File: src/rtl/mem_arb_pkg.sv
// rtl/mem_arb_pkg.sv - shared types and constants for the fetch/data memory port arbiter
//
// Purpose : state and owner enumerations plus sizing constants used by
//           mem_port_arbiter and its wait counter.
// Contents: arb_state_t  IDLE / ISSUE / WAIT / RESP
//           owner_t      OWN_I (fetch, 0) / OWN_D (data, 1)
//           MEM_LAT_MAX  largest supported memory latency
//           CNT_W        width of the latency wait counter
package mem_arb_pkg;

  typedef enum logic [1:0] {
    IDLE  = 2'd0,
    ISSUE = 2'd1,
    WAIT  = 2'd2,
    RESP  = 2'd3
  } arb_state_t;

  typedef enum logic {
    OWN_I = 1'b0,
    OWN_D = 1'b1
  } owner_t;

  localparam int unsigned MEM_LAT_MAX = 15;
  localparam int unsigned CNT_W       = 4;

endpackage

File: src/rtl/mem_arb_wait_cnt.sv
// rtl/mem_arb_wait_cnt.sv - loadable 4-bit down-counter with zero flag
//
// Purpose : counts the memory latency while the arbiter sits in WAIT.
//           The count stops at zero instead of wrapping so a stray
//           decrement can never turn a short wait into a long one.
// Ports   : clk        clock, rising edge
//           reset      synchronous, active-high; clears the count
//           load_i     load load_val_i (has priority over dec_i)
//           load_val_i value to load
//           dec_i      decrement by one when non-zero
//           zero_o     count is zero
module mem_arb_wait_cnt
  import mem_arb_pkg::*;
(
  input  logic             clk,
  input  logic             reset,
  input  logic             load_i,
  input  logic [CNT_W-1:0] load_val_i,
  input  logic             dec_i,
  output logic             zero_o
);

  logic [CNT_W-1:0] cnt_q;
  logic [CNT_W-1:0] cnt_d;

  always_comb begin
    cnt_d = cnt_q;
    if (load_i) begin
      cnt_d = load_val_i;
    end else if (dec_i && (cnt_q != '0)) begin
      cnt_d = cnt_q - CNT_W'(1);
    end
  end

  always_ff @(posedge clk) begin
    if (reset) begin
      cnt_q <= '0;
    end else begin
      cnt_q <= cnt_d;
    end
  end

  assign zero_o = (cnt_q == '0);

endmodule

File: src/rtl/mem_port_arbiter.sv
// rtl/mem_port_arbiter.sv - arbitrates a fetch port and a data port onto one fixed-latency memory port
//
// Purpose : one transaction at a time runs IDLE -> ISSUE -> WAIT -> RESP.
//           The winner's address, store flag and store data are captured at
//           the grant edge, so requester inputs may change freely afterwards.
//           Every output is driven straight from a register.
// Config  : macro ARB_ROUND_ROBIN_EN
//             undefined - simultaneous requests: data always wins
//             defined   - simultaneous requests: the port not served last wins
//           A lone requester always wins in both builds.
// Params  : MEM_LAT    memory read latency in cycles (1..15)
// Ports   : clk        clock, rising edge
//           reset      synchronous, active-high
//           i_req      fetch request, held until i_ack
//           i_addr     fetch address
//           i_ack      one-cycle pulse, i_rdata valid
//           i_rdata    fetched word
//           d_req      data request, held until d_ack
//           d_we       1 = store, 0 = load
//           d_addr     data address
//           d_wdata    store data
//           d_ack      one-cycle pulse, data access complete
//           d_rdata    loaded word (left unchanged by stores)
//           mem_en     one-cycle memory strobe
//           mem_we     memory write enable, only together with mem_en
//           mem_addr   latched address of current owner
//           mem_wdata  latched store data
//           mem_rdata  memory read data, valid MEM_LAT cycles after mem_en
//           busy       high whenever not IDLE
//           owner      0 = fetch, 1 = data; owner of the last grant
module mem_port_arbiter
  import mem_arb_pkg::*;
#(
  parameter int unsigned MEM_LAT = 1
) (
  input  logic        clk,
  input  logic        reset,
  input  logic        i_req,
  input  logic [31:0] i_addr,
  output logic        i_ack,
  output logic [31:0] i_rdata,
  input  logic        d_req,
  input  logic        d_we,
  input  logic [31:0] d_addr,
  input  logic [31:0] d_wdata,
  output logic        d_ack,
  output logic [31:0] d_rdata,
  output logic        mem_en,
  output logic        mem_we,
  output logic [31:0] mem_addr,
  output logic [31:0] mem_wdata,
  input  logic [31:0] mem_rdata,
  output logic        busy,
  output logic        owner
);

  // The counter is loaded with MEM_LAT-1 at the end of ISSUE; WAIT then
  // lasts MEM_LAT cycles and samples mem_rdata in its last one.
  localparam logic [CNT_W-1:0] LAT_LOAD = CNT_W'(MEM_LAT - 1);

  arb_state_t  state_q, state_d;
  owner_t      owner_q, owner_d;
  owner_t      grant;
  logic [31:0] addr_q, addr_d;
  logic        we_q, we_d;
  logic [31:0] wdata_q, wdata_d;
  logic        mem_en_q, mem_en_d;
  logic        mem_we_q, mem_we_d;
  logic        i_ack_q, i_ack_d;
  logic        d_ack_q, d_ack_d;
  logic [31:0] i_rdata_q, i_rdata_d;
  logic [31:0] d_rdata_q, d_rdata_d;
  logic        busy_q, busy_d;
  logic        cnt_load;
  logic        cnt_dec;
  logic        cnt_zero;

  mem_arb_wait_cnt u_wait_cnt (
    .clk        (clk),
    .reset      (reset),
    .load_i     (cnt_load),
    .load_val_i (LAT_LOAD),
    .dec_i      (cnt_dec),
    .zero_o     (cnt_zero)
  );

  // owner_q doubles as the last-served record: it always holds the port of
  // the most recent grant and resets to fetch.
  always_comb begin
`ifdef ARB_ROUND_ROBIN_EN
    if (i_req && d_req) begin
      grant = (owner_q == OWN_I) ? OWN_D : OWN_I;
    end else begin
      grant = d_req ? OWN_D : OWN_I;
    end
`else
    grant = d_req ? OWN_D : OWN_I;
`endif
  end

  always_comb begin
    state_d   = state_q;
    owner_d   = owner_q;
    addr_d    = addr_q;
    we_d      = we_q;
    wdata_d   = wdata_q;
    i_rdata_d = i_rdata_q;
    d_rdata_d = d_rdata_q;
    mem_en_d  = 1'b0;
    mem_we_d  = 1'b0;
    i_ack_d   = 1'b0;
    d_ack_d   = 1'b0;
    cnt_load  = 1'b0;
    cnt_dec   = 1'b0;

    case (state_q)
      IDLE: begin
        if (i_req || d_req) begin
          state_d  = ISSUE;
          owner_d  = grant;
          addr_d   = (grant == OWN_D) ? d_addr : i_addr;
          we_d     = d_we;
          wdata_d  = d_wdata;
          // Strobe is set on the way into ISSUE so it is visible in ISSUE.
          mem_en_d = 1'b1;
          mem_we_d = (grant == OWN_D) && d_we;
        end
      end
      ISSUE: begin
        cnt_load = 1'b1;
        state_d  = WAIT;
      end
      WAIT: begin
        if (cnt_zero) begin
          state_d = RESP;
          if (owner_q == OWN_I) begin
            i_rdata_d = mem_rdata;
            i_ack_d   = 1'b1;
          end else begin
            if (!we_q) begin
              d_rdata_d = mem_rdata;
            end
            d_ack_d = 1'b1;
          end
        end else begin
          cnt_dec = 1'b1;
        end
      end
      RESP: begin
        state_d = IDLE;
      end
      default: begin
        state_d = IDLE;
      end
    endcase

    busy_d = (state_d != IDLE);
  end

  always_ff @(posedge clk) begin
    if (reset) begin
      state_q   <= IDLE;
      owner_q   <= OWN_I;
      addr_q    <= '0;
      we_q      <= 1'b0;
      wdata_q   <= '0;
      mem_en_q  <= 1'b0;
      mem_we_q  <= 1'b0;
      i_ack_q   <= 1'b0;
      d_ack_q   <= 1'b0;
      i_rdata_q <= '0;
      d_rdata_q <= '0;
      busy_q    <= 1'b0;
    end else begin
      state_q   <= state_d;
      owner_q   <= owner_d;
      addr_q    <= addr_d;
      we_q      <= we_d;
      wdata_q   <= wdata_d;
      mem_en_q  <= mem_en_d;
      mem_we_q  <= mem_we_d;
      i_ack_q   <= i_ack_d;
      d_ack_q   <= d_ack_d;
      i_rdata_q <= i_rdata_d;
      d_rdata_q <= d_rdata_d;
      busy_q    <= busy_d;
    end
  end

  assign i_ack     = i_ack_q;
  assign i_rdata   = i_rdata_q;
  assign d_ack     = d_ack_q;
  assign d_rdata   = d_rdata_q;
  assign mem_en    = mem_en_q;
  assign mem_we    = mem_we_q;
  assign mem_addr  = addr_q;
  assign mem_wdata = wdata_q;
  assign busy      = busy_q;
  assign owner     = owner_q;

endmodule

File: config.mk
export PLATFORM = sky130hd
export DESIGN_NAME = mem_port_arbiter
export DESIGN_NICKNAME = d
export VERILOG_FILES = /design/src/rtl/mem_arb_pkg.sv /design/src/rtl/mem_arb_wait_cnt.sv /design/src/rtl/mem_port_arbiter.sv
export SDC_FILE = /design/constraint.sdc
export NUM_CORES = 1
export LEC_CHECK = 0
export CORE_MARGIN = 2
export CORE_UTILIZATION = 43
export CTS_CLUSTER_SIZE = 10
export DETAILED_ROUTE_END_ITERATION = 7
export PLACE_DENSITY = 0.86
export SYNTH_ARGS = -nofsm -noshare
export SYNTH_HDL_FRONTEND = slang
export SYNTH_HIERARCHICAL = 1
export SYNTH_SLANG_ARGS = --single-unit
File: constraint.sdc
create_clock -name clk -period 2.95 [get_ports clk]
set_input_delay 0.7375 -clock clk [delete_from_list [all_inputs] [get_ports clk]]
set_output_delay 0.7375 -clock clk [all_outputs]
set_load 0.05 [all_outputs]
**Yosys cells after proc, flatten, opt, wreduce, memory -nomap -nowiden**

Index checks and enable logic that the tools add are counted.

- Input port bits: 133
- Bits in registers: 141
- Output and inout bits: 134
- Logic and storage cells: 48

- Equality and inequality tests: 3
- Muxes and demuxes: 11
- Bitwise gates (word level): 6
- Reduce and logical (&&, ||, !) cells: 14
- Add/subtract/negate cells: 1

Operators with widths:

| kind | count |
|---|---|
| $mux 32 | 1 |
| $pmux 2 s4 | 1 |
| $mux 1 | 7 |
| $not 1->1 | 6 |
| $reduce_or 3->1 | 2 |
| $eq 2x2->1 const B | 2 |
| $logic_not 4->1 | 1 |
| $mux 2 | 2 |
| $reduce_and 4->1 | 1 |
| $reduce_bool 4->1 | 1 |
| $reduce_or 2->1 | 2 |
| $sub 4x1->4 const B | 1 |
| $reduce_and 3->1 | 1 |
| $eq 2x1->1 const B | 1 |
| $logic_and 1x1->1 | 2 |
| $logic_not 2->1 | 1 |
| $reduce_and 2->1 | 1 |
| $reduce_bool 2->1 | 1 |
| $logic_or 1x1->1 | 1 |

**Longest topological paths before layout**

Gate-level depths: netlist of the first run.

- Depth after elaboration: 4
- Depth in mapped cells: 9
- Depth with buffers taken out: 8

**Modules after synthesis**

Netlist of the first run, hierarchy kept.

Modules (own cells, without submodules):

| module | cells an instance | area each (µm²) | times used |
|---|---|---|---|
| mem_port_arbiter | 498 | 4878.4 | 1 |
| mem_arb_wait_cnt | 29 | 262.8 | 1 |

**Least setup slack after synthesis of the first run**

Ideal clock, no wire load.

- Path type: reg2reg
- Start point: reg u_wait_cnt.cnt_q[1]
- End point: reg u_wait_cnt.cnt_q[3]
- Arrival time: 1889 ps
- Stages on the path, launching flop included: 9
- Data required time: 2824 ps
- Slack: 936 ps
- Path through: dfxtp_1 inv_1 ha_1 or3b_4 inv_1 nor2b_1 nor4b_2 mux2i_1 a211oi_1

- Word-level cells in the longest chain between the ends: 4
- Elaborated cells between the ends (all ways): 6
- Classes of those cells: add/sub (1); mux (2); reduce/logical (3)

Ends and longest elaborated chain:

| item | line | source |
|---|---|---|
| start, declared | mem_arb_wait_cnt.sv:23 | `logic [CNT_W-1:0] cnt_q;` |
| start signal, assigned | mem_arb_wait_cnt.sv:39 | `cnt_q <= cnt_d;` |
| $logic_not 4->1 | mem_arb_wait_cnt.sv:43 | `assign zero_o = (cnt_q == '0);` |
| via cnt_zero | mem_port_arbiter.sv:76 | `logic cnt_zero;` |
| $mux 1 | mem_port_arbiter.sv:134 | `if (cnt_zero) begin` |
| $mux 1 | mem_port_arbiter.sv:116 | `case (state_q)` |
| via cnt_dec | mem_port_arbiter.sv:75 | `logic cnt_dec;` |
| $logic_and 1x1->1 | mem_arb_wait_cnt.sv:30 | `end else if (dec_i && (cnt_q != '0)) begin` |

The timed path passes the listed nets, and every way through them passes these cells.
A chain may end at the register's enable or synchronous reset.

**Worst setup path in the final report of the first run**

- Start point: reg owner_q (netlist: owner)
- End point: out owner

RTL lines:

| item | line | source |
|---|---|---|
| start, declared | mem_port_arbiter.sv:62 | `owner_t owner_q, owner_d;` |
| start signal, assigned | mem_port_arbiter.sv:176 | `owner_q <= owner_d;` |
| end, declared | mem_port_arbiter.sv:54 | `output logic owner` |

No word-level cell between the ends.

==> results of run 1 <==
[cells in the mapped netlist (2+ instances only)]
cell type  instances
a21oi_1           65
a22o_1            33
a311o_1            2
a311oi_1           2
buf_1              2
buf_2             20
buf_6              5
clkbuf_1          12
dfxtp_1          141
ha_1               6
inv_1              7
mux2i_1           33
nand2_1          133
nand4b_1           2
nor2_1            10
nor3_1             3
o2bb2ai_1         32
[registers in the layout, summed over array words and instances, names as in the netlist]
name	cells
busy	1
d_ack	1
state_q	2
mem_we	1
i_rdata	32
d_rdata	32
mem_wdata	32
mem_addr	32
u_wait_cnt/cnt_q	4
mem_en	1
we_q	1
owner	1
i_ack	1
[routing by layer]
metal | wire length, um | track usage | vias to the layer above
li1 | - | - | 2338
met1 | 6070 | 0.268 | 2246
met2 | 7560 | 0.412 | 252
met3 | 1280 | 0.0777 | 34
met4 | 433 | 0.103 | 0
met5 | 0 | 0 | -
[worst max-delay path by stage]
| stage | start | end | slack [ns] | cells after the start |
|---|---|---|---|---|
| after floorplan | u_wait_cnt/cnt_q[1] | u_wait_cnt/cnt_q[3] | 0.94 | 8 |
| after global placement | u_wait_cnt/cnt_q[1] | u_wait_cnt/cnt_q[3] | 0.85 | 8 |
| after detailed placement | u_wait_cnt/cnt_q[0] | u_wait_cnt/cnt_q[3] | 0.67 | 8 |
| after CTS | owner | owner | 0.45 | 1 |
| after global routing | owner | owner | 0.39 | 1 |
| final | owner | owner | 0.48 | 1 |
[kinds of logic after synthesis]
logic type,after synthesis,synth area share
AND/OR/NAND/NOR,159,0.130
flip-flops,141,0.549
AO/OA/AOI/OAI,139,0.193
buffers and inverters,48,0.0489
multiplexers,33,0.0642
adder cells (fa/ha/maj),6,0.0146
other,1,0.000729
[cell type report]
class,count,area (um^2),share of cell area
multi-input cells,341,2080,0.246
repair buffers,276,2730,0.323
inverters,8,35.0,0.00415
flip-flops and latches,141,2820,0.334
well taps,143,179,0.0212
clock buffers,18,429,0.0508
clock inverters,14,169,0.0200
[power breakdown]
group | switching, mW | leakage [nW] | internal, mW
registers | 0.220 | 1.15 | 2.27
logic | 1.93 | 1.70 | 1.04
clock network | 0.789 | 0.290 | 1.33
total | 2.94 | 3.14 | 4.64
[metrics by stage]
| step | total power, mW | cell area, um^2 |
|---|---|---|
| after floorplan | 4.46 | 5150 |
| after global placement | 5.40 | 7840 |
| after detailed placement | 5.49 | 7840 |
| after CTS | 7.62 | 8440 |
| after global routing | 7.88 | 8440 |
| final | 7.58 | 8440 |
==> flow_summary.toml, run 1 <==
[outcome]
status = "complete, no violations"

[layout]
drive_gt1_frac = 0.0614
fillCellCount = 801
area_growth_pct = 64.2
nets = 924
final_util = 0.730
finalNonFillerCells = 941
final_cell_mix = "clkdlybuf4s50_1, dfxtp_1, nand2_1, a21oi_1"
layout_commonest_cell = "clkdlybuf4s50_1"
diodes = 0

[setup_path]
start_kind = "flip-flop"
endpoint_kind = "output pin"
worstSetupPathType = "reg2out"
critPathMaxStageDelay_ns = 0.87
crit_buf_inv = 1
r2r-start = "u_wait_cnt/cnt_q[0]"
cp.arrival_ns = 1.73
cp_cell_sequence = "clkdlybuf4s50_1"
cp_top_family = "buffers and inverters"
rr_endpoint = "u_wait_cnt/cnt_q[3]"
cp.required_ns = 2.21
slowest_stage = "clkdlybuf4s50_1"
cp_max_fo = 8
rrSetupSlack_ns = 0.64
r2r_cells = 8

[sta]
min_period_over_period = 0.837
hold_violations = 0
fmax_mhz = 405
maxSlewViolCount = 0
fin_ws_ns = 0.481
clock_skew_ns = 0.00390
tightest_slew_ns = 0.610
maxSlewHeadroom = 0.592
finalSetupTns_ns = 0
period_needed_ns = 2.47
setup_viol = 0
hold_slack_ns = 0.455
rsz0062_at_grt = "no"

[synthesis]
yosys.cell_types.count = 36
synth-edff-count = 0
ys_ff_latch = 141
synth_flop_cell = "dfxtp_1"
ys_seq_area_frac = 0.549
syn-mean-instance-area_um2 = 9.76
post-synth-top-area-cell = "dfxtp_1"
netlist_area_um2 = 5140
synth_warnings = 6
synthCells = 527
async_flop_share = 0
yosys-top-cells-area = "dfxtp_1, nand2_1, mux2i_1"
synth.top_cell.area_share = 0.549

[clock_tree]
postCtsSetupRepairBufs = 0
htree_levels = 4
clkSlewWorstSetupHoldPaths_ns = 0.06
postCtsResizedCells = 0
root_buffer = "clkbuf_16"
postCtsHoldBufs = 0
cts_tree = "done"
insertion_delay_ns = 0.40
cts_inserted_buffers = 17
cts_max_path_buffers = 2
clkSinkCount = 141

[route]
drc = 0
vias_per_cell = 5.18
drt_wl_total_um = 15300
ant_nets = 0
vias = 4870
drt_iter0_drc = 313
wl_per_cell_um = 16.3
drt_pass1_iterations = 5

[pwr]
p_leak_nw = 3.14
powerDensity_nw_per_um2 = 898
peakVddDrop_v = 0.000464

[placed_design]
place_ws_ns = 0.671
hpwlAfterDp_um = 11600
io_buffers = 266
dp.cells = 909
gp_routability_congestion = 0.830

[global_routing]
grt_pass1_wl_um = 24100
grt_max_degree = 36
antenna_found_initial = 0
grt.total_usage = 0.238
first_global_vias = 4960
overflow = 0

[worst_hold_path]
hp-class = "reg2reg"
hold_start = "d_rdata[13]"
holdPathEnd = "d_rdata[13]"
hold_path_depth = 2

[floorplan]
pin_count = 267
die_w_um = 113
fp.dieH_um = 113
start_util = 0.445
coreArea_um2 = 11600
die_area_um2 = 12800
rows = 39

[flow_run]
maxCapViolCount = 0
No activity file was read; power rests on OpenSTA's default activity.
==> inputs of run 2 (changes only) <==
--- a/config.mk
+++ b/config.mk
@@ -6,10 +6,10 @@
 export NUM_CORES = 1
 export LEC_CHECK = 0
 export CORE_MARGIN = 2
-export CORE_UTILIZATION = 43
+export CORE_UTILIZATION = 36
 export CTS_CLUSTER_SIZE = 10
 export DETAILED_ROUTE_END_ITERATION = 7
-export PLACE_DENSITY = 0.86
+export PLACE_DENSITY = 0.77
 export SYNTH_ARGS = -nofsm -noshare
 export SYNTH_HDL_FRONTEND = slang
 export SYNTH_HIERARCHICAL = 1
==> constraint.sdc (replaced) <==
create_clock -name clk -period 2.24 [get_ports clk]
set_input_delay 0.56 -clock clk [delete_from_list [all_inputs] [get_ports clk]]
set_output_delay 0.56 -clock clk [all_outputs]
set_load 0.05 [all_outputs]
==> flow_summary.toml, run 2 (synthesized netlist as in run 1, its figures left out) <==
[outcome]
status = "complete, no violations"

[route]
met2_length_um = 7470
wl_per_cell_um = 15.6
drt_pass1_iterations = 4
ant_nets = 0
drc = 0
drt_wl_total_um = 15300
top_layer = "met4"
vias = 4805
vias_per_cell = 4.91
drt_iter0_drc = 257
met1_length_um = 6000
wl_met3_um = 1530

[pwr]
net-switching-power_mw = 3.90
p_leak_nw = 3.17
intPower_mw = 6.18
powerDensity_nw_per_um2 = 1180
seqPwrFrac = 0.324
peakVddDrop_v = 0.000659
switching_share = 0.387
comb_power_share = 0.391
clkPwrFrac = 0.285
power_mw = 10.1

[floorplan]
pin_count = 267
die_w_um = 124
fp.dieH_um = 124
start_util = 0.369
coreArea_um2 = 13900
rows = 43
die_area_um2 = 15300

[layout]
finalNonFillerCells = 979
final_util = 0.614
drive_gt1_frac = 0.0651
diodes = 0
final_area_um2 = 8550
nets = 925
final_cell_mix = "clkdlybuf4s50_1, dfxtp_1, nand2_1, a21oi_1"
area_growth_pct = 66.3
fillCellCount = 1135
layout_commonest_cell = "clkdlybuf4s50_1"

[sta]
clock_skew_ns = 0.00636
maxSlewViolCount = 0
hold_violations = 0
rsz0062_at_grt = "no"
finalSetupTns_ns = 0
fin_ws_ns = 0.0622
maxSlewHeadroom = 0.613
hold_slack_ns = 0.429
setup_viol = 0
min_period_over_period = 0.972
period_needed_ns = 2.18
fmax_mhz = 459
tightest_slew_ns = 0.578

[clock_tree]
cts_tree = "done"
clkSlewWorstSetupHoldPaths_ns = 0.06
postCtsHoldBufs = 0
clkSinkCount = 141
htree_levels = 4
postCtsResizedCells = 0
root_buffer = "clkbuf_16"
insertion_delay_ns = 0.41
cts_inserted_buffers = 17
cts_max_path_buffers = 2
postCtsSetupRepairBufs = 0

[setup_path]
cp_cell_sequence = "clkdlybuf4s50_1"
cp.arrival_ns = 1.62
slowest_stage = "clkdlybuf4s50_1"
endpoint_kind = "output pin"
cp.required_ns = 1.68
cp_max_fo = 2
start_kind = "flip-flop"
crit_buf_inv = 1
critPathMaxStageDelay_ns = 0.86
cp_top_family = "buffers and inverters"
worstSetupPathType = "reg2out"

[global_routing]
grt_max_degree = 66
overflow = 0
antenna_found_initial = 0
grt.total_usage = 0.196
first_global_vias = 4739
grt_pass1_wl_um = 23000

[placed_design]
place_area_um2 = 7940
dp.cells = 947
gp_routability_congestion = 0.795
io_buffers = 266
hpwlAfterDp_um = 11200
place_ws_ns = 0.212

[flow_run]
maxCapViolCount = 0

[worst_hold_path]
hp-class = "in2reg"
==> run 2: path summary, 6_finish.rpt <==
| path | from | to | slack (ns) | cells past startpoint |
|---|---|---|---|---|
| max reg2reg | u_wait_cnt/cnt_q[1] | d_rdata[12] | 0.19 | 8 |
| max | mem_addr[3] | mem_addr[3] | 0.06 | 1 |
| min reg2reg | i_rdata[2] | i_rdata[2] | 0.46 | 2 |
| min | reset | owner | 0.43 | 2 |
==> run 2: area by class of cell <==
class                      count  area [um^2]  share of cell area
timing repair buffer         277         2780               0.325
clock buffer                  19          443              0.0518
sequential                   141         2820               0.330
inverter                       8         35.0             0.00410
clock inverter                13          165              0.0193
tap                          180          225              0.0263
multi-input combinational    341         2080               0.243
==> run 2: power by group through the flow <==
stage | logic, mW | clock network (mW) | registers [mW]
final | 3.94 | 2.87 | 3.27
after CTS | 3.96 | 2.92 | 3.27
after global routing | 4.15 | 3.03 | 3.32
after detailed placement | 3.95 | 0 | 3.31
after floorplan | 1.11 | 0 | 4.75
after global placement | 3.88 | 0 | 3.29
==> run 2: metal layers <==
metal  track usage  up-vias
met5             0        -
met4        0.0803        0
met3        0.0729       20
met2         0.334      233
met1         0.220     2202
li1              -     2350
==> inputs of run 3 (changes only) <==
--- a/config.mk
+++ b/config.mk
@@ -5,11 +5,13 @@
 export SDC_FILE = /design/constraint.sdc
 export NUM_CORES = 1
 export LEC_CHECK = 0
+export CAP_MARGIN = 20
 export CORE_MARGIN = 2
 export CORE_UTILIZATION = 36
 export CTS_CLUSTER_SIZE = 10
 export DETAILED_ROUTE_END_ITERATION = 7
 export PLACE_DENSITY = 0.77
+export SLEW_MARGIN = 10
 export SYNTH_ARGS = -nofsm -noshare
 export SYNTH_HDL_FRONTEND = slang
 export SYNTH_HIERARCHICAL = 1
==> results of run 3 <==
Final layout, timing and power as in run 2 (identical DEF).
